[config.mk]
export PLATFORM = sky130hd
export DESIGN_NAME = uart_rx_fifo_flat
export DESIGN_NICKNAME = d
export VERILOG_FILES = /design/src/rtl/uart_rx_fifo_if.sv /design/src/rtl/uart_rx_fifo.sv /design/src/flat_wrapper.sv
export SDC_FILE = /design/constraint.sdc
export NUM_CORES = 1
export LEC_CHECK = 0
export CAP_MARGIN = 40
export CORE_UTILIZATION = 40
export CTS_CLUSTER_DIAMETER = 40
export DETAILED_ROUTE_END_ITERATION = 10
export SLEW_MARGIN = 15
export SYNTH_ARGS = -nofsm -noshare
export SYNTH_HDL_FRONTEND = slang
export SYNTH_SLANG_ARGS = --single-unit
[constraint.sdc]
create_clock -name clk -period 3.8 [get_ports clk]
set_input_delay 0.76 -clock clk [delete_from_list [all_inputs] [get_ports clk]]
set_output_delay 0.76 -clock clk [all_outputs]
set_load 0.01 [all_outputs]
[src/rtl/uart_rx_fifo_if.sv]
// Read-side handshake for the UART receive FIFO.
// master = FIFO (producer), slave = consumer.
interface uart_rx_fifo_if;
  logic [7:0] rd_data;
  logic       rd_valid;
  logic       rd_ready;

  modport master (
    output rd_data,
    output rd_valid,
    input  rd_ready
  );

  modport slave (
    input  rd_data,
    input  rd_valid,
    output rd_ready
  );
endinterface

[src/rtl/uart_rx_fifo.sv]
// 8N1 UART receiver feeding a show-ahead receive FIFO.
// Reports framing errors and overruns as one-cycle pulses.
module uart_rx_fifo #(
  parameter  int CLK_DIV = 434,
  parameter  int DEPTH   = 16,
  localparam int AW      = $clog2(DEPTH)
) (
  input  logic            clk,
  input  logic            rst,
  input  logic            uart_rx,
  uart_rx_fifo_if.master  rd,
  output logic [AW:0]     level,
  output logic            frame_err,
  output logic            overrun,
  output logic            busy
);

  localparam int CW = $clog2(CLK_DIV);
  localparam logic [CW-1:0] HALF = CW'(CLK_DIV / 2 - 1);
  localparam logic [CW-1:0] FULL = CW'(CLK_DIV - 1);

  typedef enum logic [1:0] {
    IDLE,
    START,
    DATA,
    STOP
  } state_t;

  state_t        state_q, state_d;
  logic [CW-1:0] cnt_q, cnt_d;
  logic [2:0]    idx_q, idx_d;
  logic [7:0]    shift_q, shift_d;
  logic          sync_q, rx_s, rx_q;
  logic          push, ferr_d, ovr_d;
  logic          ferr_q, ovr_q;
  logic          tick;

  logic [7:0]    mem [DEPTH];
  logic [AW:0]   wr_ptr_q, wr_ptr_d;
  logic [AW:0]   rd_ptr_q, rd_ptr_d;
  logic [AW:0]   level_q, level_d;
  logic          full, pop, wr_en, valid;

  assign tick = (cnt_q == '0);

  always_comb begin
    state_d = state_q;
    cnt_d   = cnt_q;
    idx_d   = idx_q;
    shift_d = shift_q;
    push    = 1'b0;
    ferr_d  = 1'b0;
    unique case (state_q)
      IDLE: begin
        if (rx_q && !rx_s) begin
          state_d = START;
          cnt_d   = HALF;
        end
      end
      START: begin
        if (!tick) begin
          cnt_d = cnt_q - 1'b1;
        end else if (!rx_s) begin
          state_d = DATA;
          cnt_d   = FULL;
          idx_d   = '0;
        end else begin
          state_d = IDLE;
        end
      end
      DATA: begin
        if (!tick) begin
          cnt_d = cnt_q - 1'b1;
        end else begin
          shift_d[idx_q] = rx_s;
          cnt_d          = FULL;
          idx_d          = idx_q + 1'b1;
          if (idx_q == 3'd7) state_d = STOP;
        end
      end
      STOP: begin
        if (!tick) begin
          cnt_d = cnt_q - 1'b1;
        end else begin
          state_d = IDLE;
          push    = rx_s;
          ferr_d  = !rx_s;
        end
      end
      default: state_d = IDLE;
    endcase
  end

  // Full when pointers differ only in the wrap bit.
  assign full  = (wr_ptr_q == {~rd_ptr_q[AW], rd_ptr_q[AW-1:0]});
  assign valid = (level_q != '0);
  assign pop   = valid && rd.rd_ready;
  assign wr_en = push && (!full || pop);
  assign ovr_d = push && full && !pop;

  always_comb begin
    wr_ptr_d = wr_ptr_q;
    rd_ptr_d = rd_ptr_q;
    level_d  = level_q;
    if (wr_en) wr_ptr_d = wr_ptr_q + 1'b1;
    if (pop)   rd_ptr_d = rd_ptr_q + 1'b1;
    unique case (1'b1)
      (wr_en && !pop): level_d = level_q + 1'b1;
      (pop && !wr_en): level_d = level_q - 1'b1;
      default:         level_d = level_q;
    endcase
  end

  always_ff @(posedge clk) begin
    if (rst) begin
      sync_q   <= 1'b1;
      rx_s     <= 1'b1;
      rx_q     <= 1'b1;
      state_q  <= IDLE;
      cnt_q    <= '0;
      idx_q    <= '0;
      shift_q  <= '0;
      ferr_q   <= 1'b0;
      ovr_q    <= 1'b0;
      wr_ptr_q <= '0;
      rd_ptr_q <= '0;
      level_q  <= '0;
    end else begin
      sync_q   <= uart_rx;
      rx_s     <= sync_q;
      rx_q     <= rx_s;
      state_q  <= state_d;
      cnt_q    <= cnt_d;
      idx_q    <= idx_d;
      shift_q  <= shift_d;
      ferr_q   <= ferr_d;
      ovr_q    <= ovr_d;
      wr_ptr_q <= wr_ptr_d;
      rd_ptr_q <= rd_ptr_d;
      level_q  <= level_d;
    end
  end

  always_ff @(posedge clk) begin
    if (wr_en) mem[wr_ptr_q[AW-1:0]] <= shift_q;
  end

  assign rd.rd_valid = valid;
  assign rd.rd_data  = valid ? mem[rd_ptr_q[AW-1:0]] : '0;
  assign level       = level_q;
  assign frame_err   = ferr_q;
  assign overrun     = ovr_q;
  assign busy        = (state_q != IDLE);

endmodule

[src/flat_wrapper.sv]
// flat-port wrapper written by rule: the top's interface ports become plain ports
module uart_rx_fifo_flat 
#(
  parameter  int CLK_DIV = 434,
  parameter  int DEPTH   = 16,
  localparam int AW      = $clog2(DEPTH)
)
  (clk, rst, uart_rx, level, frame_err, overrun, busy, rd_rd_data, rd_rd_valid, rd_rd_ready);
  uart_rx_fifo_if rd_i ();
  input  logic clk;
  input  logic rst;
  input  logic uart_rx;
  output logic [AW:0] level;
  output logic frame_err;
  output logic overrun;
  output logic busy;
  output wire logic [$bits(rd_i.rd_data)-1:0] rd_rd_data;
  output wire logic [$bits(rd_i.rd_valid)-1:0] rd_rd_valid;
  input wire logic [$bits(rd_i.rd_ready)-1:0] rd_rd_ready;
  assign rd_rd_data = rd_i.rd_data;
  assign rd_rd_valid = rd_i.rd_valid;
  assign rd_i.rd_ready = rd_rd_ready;
  uart_rx_fifo #(.CLK_DIV(CLK_DIV), .DEPTH(DEPTH)) u_core (.clk(clk), .rst(rst), .uart_rx(uart_rx), .rd(rd_i), .level(level), .frame_err(frame_err), .overrun(overrun), .busy(busy));
endmodule
==> impl_metrics.py, run 1 <==
metrics = {
    "clock_network": {
        "cts_buffer_depth": 2,
        "holdBufCountCts": 0,
        "cts_root_buffer": "clkbuf_16",
        "htreeDepth": 4,
        "cts_buffers": 17,
        "numClockSinks": 174,
        "path_clk_slew_ns": 0.06,
        "clk_latency_ns": 0.42,
        "cts_tree": "yes",
        "cts.repair.resized": 0,
        "post_cts_buffers": 0,
    },
    "worst_setup_path": {
        "start_kind": "flip-flop",
        "critPathMaxStageDelay_ns": 0.59,
        "reg2reg_to": "u_core.level[4]$_SDFFE_PP0P_",
        "crit_type": "reg -> out",
        "cp.arrival_ns": 2.74,
        "critPathMaxFanout": 32,
        "endpoint_kind": "output port",
        "crit_path_top_delay_cell": "mux4_2",
        "crit_chain": "buf_12 > mux4_2 > mux4_2 > nor2b_1 > clkdlybuf4s50_1",
        "r2r-start": "u_core.cnt_q[0]$_SDFFE_PP0P_",
        "rrSetupSlack_ns": 0.64,
        "cpMostUsedCell": "mux4_2",
        "required_ns": 3.04,
        "r2r_cells": 11,
    },
    "drt": {
        "drc_errors": 2,
        "drt_iter0_drc": 407,
        "wl_per_cell_um": 19.7,
        "vias_per_cell": 5.51,
        "drtPass1Iterations": 8,
        "via_count": 4267,
        "antenna_left": 0,
        "wl_mm": 15.3,
    },
    "logic_synthesis": {
        "syn_area_per_cell_um2": 14.9,
        "ys_ff_latch": 174,
        "yosys.cell_types.count": 56,
        "synth_top_cell_by_area": "edfxtp_1",
        "synth_top_area_frac": 0.511,
        "synth_area_leaders": "edfxtp_1 (51%), dfxtp_1 (12%), mux4_2 (12%), ha_1 (2.8%), a21oi_1 (2.0%)",
        "synth_warnings": 0,
        "yosysSeqAreaShare": 0.633,
        "async_reset_ff_frac": 0,
        "synth.net_count": 528,
        "synth_ff_type": "edfxtp_1",
        "syn_area_um2": 7530,
        "netlist_instances": 506,
        "synth_edf_count": 128,
    },
    "die": {
        "ioPinCount": 21,
        "core_area_um2": 18200,
        "initial_core_util": 0.413,
        "die_area_um2": 19400,
        "die_h_um": 139,
        "rows": 49,
        "dieWidth_um": 139,
    },
    "worst_hold_path": {
        "min_from": "u_core.sync_q$_SDFF_PP1_",
        "whs_endpoint": "u_core.rx_s$_SDFF_PP1_",
        "holdPathStages": 1,
        "min_path_type": "reg -> reg",
    },
    "timing": {
        "tns_ns": 0,
        "hold_viol": 0,
        "fmax_ghz": 0.286,
        "setup-violations-final": 0,
        "fin_worst_skew_ns": 0.00751,
        "finalCritPeriodShare": 0.921,
        "rsz0062_at_grt": "no",
        "drv_slew": 0,
        "tightest_slew_ns": 0.847,
        "fin_crit_ns": 3.50,
        "max-slew-margin-rel": 0.430,
    },
    "outcome": {
        "status": "complete, but fails checks",
        "failed_checks": "design-rule violations",
    },
    "place": {
        "hpwl_mm": 9.87,
        "io_buffers": 20,
        "gp_congestion": 0.826,
        "place_area_um2": 7990,
    },
    "finish": {
        "diodes": 0,
        "drive_gt1_frac": 0.178,
        "nFillCells": 1558,
        "seq_area_um2": 4770,
        "nets": 554,
        "multiInputGateArea_um2": 2570,
        "fin_area_um2": 8590,
        "area_growth_syn_to_layout_pct": 14.2,
    },
    "job": {
        "drv_cap": 0,
    },
    "power_and_ir_drop": {
        "ir_drop_mv": 0.320,
        "power_density_nw_per_um2": 492,
        "p_leak_nw": 2.88,
        "power.total_w": 0.00423,
    },
    "grt": {
        "grt_pass1_wl_mm": 24.6,
        "grt_max_degree": 33,
        "gr-total-overflow": 0,
        "grt_pass1_vias": 4346,
        "grt_usage": 0.170,
        "antenna_found_initial": 0,
    },
}
==> cells by family after synthesis <==
| group | Yosys count | share of synthesized area |
|---|---|---|
| flip-flops | 174 | 0.633 |
| AND/OR/NAND/NOR | 138 | 0.0999 |
| AO/OA/AOI/OAI | 79 | 0.0730 |
| multiplexers | 43 | 0.124 |
| buffers and inverters | 42 | 0.0256 |
| adder cells (fa/ha/maj) | 18 | 0.0309 |
| XOR/XNOR | 12 | 0.0140 |
==> layout by cell type, fill, tap and decap left out, types with 3 or more instances in the layout <==
cell type and count:
inv_6 4, clkinv_2 3, dfxtp_1 45, edfxtp_1 128
nor2b_1 16, clkbuf_16 17, bufinv_16 3, nand2_1 26
buf_4 10, or4_1 3, xor2_1 6, nand4_1 6
a21o_1 6, a21oi_1 30, inv_1 17, o31ai_1 3
nand2b_1 5, mux4_2 40, or4_4 3, clkdlybuf4s50_1 20
o21ai_0 10, nor3_1 8, or3_1 6, mux2i_1 3
nor2_1 29, and2_1 3, nand3_1 7, and3_1 15
or2_2 3, o21a_1 4, ha_1 17, xnor2_1 6
a41o_1 3
==> sequential cells by signal, indices dropped and copies added, names as in the netlist, 3 cells and up, named ones only <==
name and cells:
u_core.level 5, u_core.wr_ptr_q 5, u_core.idx_q 3, u_core.shift_q 8, u_core.rd_ptr_q 5, u_core.mem 128
u_core.cnt_q 9
==> per-layer routing <==
layer  global-route usage  routed length [um]
met5                    0                   0
met4               0.0480                 166
met3               0.0411                 699
met2                0.270                7360
met1                0.233                7030
==> synth_stat cells (all sizes together) (3+ instances only) <==
master	n
and3	15
or3	6
or4	6
a41o	3
o21a	4
or2	3
o21ai	12
inv	17
dfxtp	46
edfxtp	128
nand2b	5
xor2	6
and2	3
nand2	26
a21o	6
a21oi	30
buf	9
nor2b	16
nand3	7
o211ai	3
xnor2	6
o31ai	3
ha	17
nor2	29
mux2i	3
nor3	10
nand4	6
clkbuf	15
mux4	40
==> report_power, final <==
part,total [W],internal [W],switching (W)
clock,0.00179,0.00105,0.000748
combinational,0.000379,0.000163,0.000216
sequential,0.00206,0.00203,0.0000271
total,0.00423,0.00324,0.000991
==> metrics by stage <==
step / utilization / setup slack, ns / hold slack (ns) / cells
floorplan: - / 0.875 / 0.389 / 506
global placement: 0.439 / 0.581 / 0.398 / 742
detailed placement: 0.439 / 0.489 / 0.394 / 742
CTS: 0.472 / 0.258 / 0.409 / 774
global route: 0.472 / 0.202 / 0.448 / 774
finish: 0.472 / 0.302 / 0.409 / 774
==> worst max-delay path: cells and delay by family (launching register included) <==
kind                   cells  cell delay (ns)
and+or+nand+nor            1             0.14
muxes                      2             1.08
buffers and inverters      2             0.73
DFF                        1             0.34
==> cell type report <==
class,instances,area share
timing repair buffer,31,0.0344
sequential,174,0.555
clock buffer,17,0.0495
inverter,18,0.00786
clock inverter,15,0.0213
tap,229,0.0333
multi-input combinational,290,0.299
==> worst max path at each step <==
stage	to	slack (ns)	cells past startpoint
2_1_floorplan	u_core.level[4]$_SDFFE_PP0P_	0.88	13
3_3_place_gp	u_core.level[4]$_SDFFE_PP0P_	0.58	10
3_5_place_dp	u_core.level[4]$_SDFFE_PP0P_	0.49	10
4_1_cts	rd_rd_data[3]	0.26	5
5_1_grt	rd_rd_data[3]	0.20	5
6_report	rd_rd_data[3]	0.30	5
Power figures use the tool's default switching activity.
==> inputs of run 2 (changes only) <==
--- a/config.mk
+++ b/config.mk
@@ -8,7 +8,9 @@
 export CAP_MARGIN = 40
 export CORE_UTILIZATION = 40
 export CTS_CLUSTER_DIAMETER = 40
+export CTS_CLUSTER_SIZE = 12
 export DETAILED_ROUTE_END_ITERATION = 10
+export RECOVER_POWER = 25
 export SLEW_MARGIN = 15
 export SYNTH_ARGS = -nofsm -noshare
 export SYNTH_HDL_FRONTEND = slang
==> results of run 2 <==
No change in the layout: final DEF, timing and power equal those of run 1.
==> inputs of run 3 (changes only) <==
--- a/config.mk
+++ b/config.mk
@@ -5,6 +5,7 @@
 export SDC_FILE = /design/constraint.sdc
 export NUM_CORES = 1
 export LEC_CHECK = 0
+export ABC_AREA = 1
 export CAP_MARGIN = 40
 export CORE_UTILIZATION = 40
 export CTS_CLUSTER_DIAMETER = 40
==> impl_metrics.py, run 3 <==
metrics = {
    "drt": {
        "via_count": 5122,
        "wl_per_cell_um": 17.3,
        "drt_iter0_drc": 402,
        "vias_per_cell": 5.32,
        "drtPass1Iterations": 8,
        "drc_errors": 2,
        "antenna_left": 0,
        "wl_mm": 16.7,
    },
    "timing": {
        "fin_crit_ns": 3.55,
        "tns_ns": 0,
        "drv_slew": 0,
        "finalCritPeriodShare": 0.934,
        "max-slew-margin-rel": 0.442,
        "fin_worst_skew_ns": 0.0152,
        "setup-violations-final": 0,
        "whs_ns": 0.422,
        "fmax_ghz": 0.282,
        "rsz0062_at_grt": "no",
        "hold_viol": 0,
        "tightest_slew_ns": 0.835,
    },
    "logic_synthesis": {
        "syn_area_um2": 7450,
        "synth_xor_area_frac": 0.00940,
        "synthTopCellsByCount": "edfxtp_1 (128), nor2_1 (110), o21ai_0 (85), nand2_1 (63), inv_1 (50)",
        "netlist_instances": 694,
        "yosysSeqAreaShare": 0.639,
        "async_reset_ff_frac": 0,
        "syn_area_per_cell_um2": 10.7,
        "yosysMostFrequentCell": "edfxtp_1",
        "synth_edf_count": 128,
        "synth_top_family_by_area": "compound AO/OA/AOI/OAI gates",
        "synthAdderAreaFrac": 0.0312,
        "synth_top_cell_by_area": "edfxtp_1",
        "synth_area_leaders": "edfxtp_1 (52%), dfxtp_1 (12%), o21ai_0 (5.7%), nor2_1 (5.5%), nand2_1 (3.2%)",
        "synth_compound_area_frac": 0.138,
        "synth_top_area_frac": 0.516,
        "ys_ff_latch": 174,
        "synth_warnings": 0,
        "synth_ff_type": "edfxtp_1",
        "synth.net_count": 716,
        "yosys.area_share.simple": 0.138,
        "yosys.cell_types.count": 39,
        "synthMuxAreaShare": 0,
    },
    "die": {
        "die_area_um2": 19200,
        "rows": 49,
        "die_h_um": 138,
        "core_area_um2": 18100,
        "initial_core_util": 0.412,
        "dieWidth_um": 138,
        "ioPinCount": 21,
    },
    "clock_network": {
        "cts_tree": "yes",
        "cts_buffer_depth": 2,
        "htreeDepth": 4,
        "numClockSinks": 174,
        "cts_root_buffer": "clkbuf_16",
        "clk_latency_ns": 0.44,
        "post_cts_buffers": 0,
        "cts_buffers": 17,
        "cts.repair.resized": 0,
        "path_clk_slew_ns": 0.07,
        "holdBufCountCts": 0,
    },
    "finish": {
        "multiInputGateArea_um2": 2360,
        "largest_register_ffs": 128,
        "nFillCells": 1617,
        "drive_gt1_frac": 0.0967,
        "mostFrequentLayoutCell": "edfxtp_1",
        "area_growth_syn_to_layout_pct": 14.7,
        "seq_area_um2": 4770,
        "final_cell_mix": "edfxtp_1 (128), nor2_1 (110), o21ai_0 (85), nand2_1 (63), inv_1 (50)",
        "nets": 743,
        "diodes": 0,
    },
    "worst_setup_path": {
        "crit_cells": 8,
        "crit_family": "buffers and inverters",
        "critPathBufInv": 4,
        "endpoint_kind": "output port",
        "r2r_cells": 8,
        "rrSetupSlack_ns": 1.23,
        "crit_path_top_delay_cell": "clkdlybuf4s50_1",
        "critPathMaxFanout": 19,
        "required_ns": 3.04,
        "critPathMaxStageDelay_ns": 0.58,
        "cp.arrival_ns": 2.79,
        "start_kind": "flip-flop",
        "crit_type": "reg -> out",
        "crit_chain": "buf_8 > inv_1 > buf_4 > o21ai_0 > o221ai_1 > nand3_1 > a21oi_1 > clkdlybuf4s50_1",
    },
    "place": {
        "hpwl_mm": 10.6,
        "gp_congestion": 0.812,
        "io_buffers": 20,
    },
    "power_and_ir_drop": {
        "p_seq_frac": 0.376,
        "clkPwrFrac": 0.287,
        "power_density_nw_per_um2": 698,
        "combPwrFrac": 0.337,
        "p_leak_nw": 3.03,
        "ir_drop_mv": 0.433,
        "p_sw_w": 0.00214,
        "power.internal_w": 0.00382,
        "switching_share": 0.359,
    },
    "worst_hold_path": {
        "min_path_type": "reg -> reg",
        "holdPathStages": 1,
    },
    "grt": {
        "gr-total-overflow": 0,
        "grt_pass1_vias": 4871,
        "antenna_found_initial": 0,
        "grt_max_degree": 69,
        "grt_pass1_wl_mm": 26.5,
        "grt_usage": 0.182,
    },
    "outcome": {
        "status": "complete, but fails checks",
        "failed_checks": "design-rule violations",
    },
    "job": {
        "drv_cap": 0,
    },
}
run 3: cell types whose count changed after synthesis, sizes merged, moves of 39 or more:
cell,delta
nand2,+41
inv,+39
mux4,-40
nor2,+87
o21ai,+79
run 3: metrics by stage:
step                total power, W  instance area (um2)  setup WS [ns]  std cells   util
floorplan                  0.00355                 7450           1.61        694      -
global route               0.00631                 8550          0.100        963  0.473
finish                     0.00596                 8550          0.250        963  0.473
global placement           0.00423                 7940          0.477        928  0.439
detailed placement         0.00428                 7950          0.622        929  0.440
CTS                        0.00600                 8530          0.241        961  0.472
run 3: path summary, 6_finish.rpt:
path,to,start
max,rd_rd_data[4],flip-flop
min,u_core.rx_s$_SDFF_PP1_,u_core.sync_q$_SDFF_PP1_
max reg2reg,u_core.mem[14][1]$_DFFE_PP_,u_core.level[1]$_SDFFE_PP0P_
min reg2reg,u_core.rx_s$_SDFF_PP1_,u_core.sync_q$_SDFF_PP1_
run 3: logic make-up (layout without fill, tap and decap cells):
kind of cell / count (synthesis) / in the layout
AO/OA/AOI/OAI: 177 / 177
flip-flops: 174 / 174
AND/OR/NAND/NOR: 232 / 232
XOR/XNOR: 8 / 8
adder cells (fa/ha/maj): 18 / 18
buffers and inverters: 85 / 125
run 3: routing by layer:
layer  part of all wire  vias to the layer above  global-route usage
li1                   -                     2509                   -
met1               0.46                     2452               0.247
met2               0.47                      144               0.285
met3              0.058                       17              0.0395
met4              0.013                        0              0.0686
met5                  0                        -                   0
run 3: cell type report:
| cell class | instances | share of cell area |
|---|---|---|
| clock buffers | 17 | 0.0498 |
| clock inverters | 15 | 0.0180 |
| inverters | 59 | 0.0259 |
| multi-input cells | 435 | 0.276 |
| flip-flops and latches | 174 | 0.558 |
| well taps | 229 | 0.0335 |
| repair buffers | 34 | 0.0395 |
run 3: worst reg2reg max path: stages (launching register included):
cell and delay, ns:
dfxtp_1 0.42, nor2_1 0.07, nand3b_1 0.24, nand2_1 0.20
inv_2 0.19, nor2_4 0.06, nor2_4 0.22, nand2_1 0.21
nor2_1 0.60
run 3: power by group through the flow:
stage / Clock (W) / Combinational (W) / Sequential [W]
final: 0.00171 / 0.00201 / 0.00224
after global routing: 0.00182 / 0.00223 / 0.00226
after CTS: 0.00174 / 0.00201 / 0.00224
after detailed placement: 0 / 0.00200 / 0.00228
after global placement: 0 / 0.00193 / 0.00230
after floorplan: 0 / 0.00130 / 0.00225
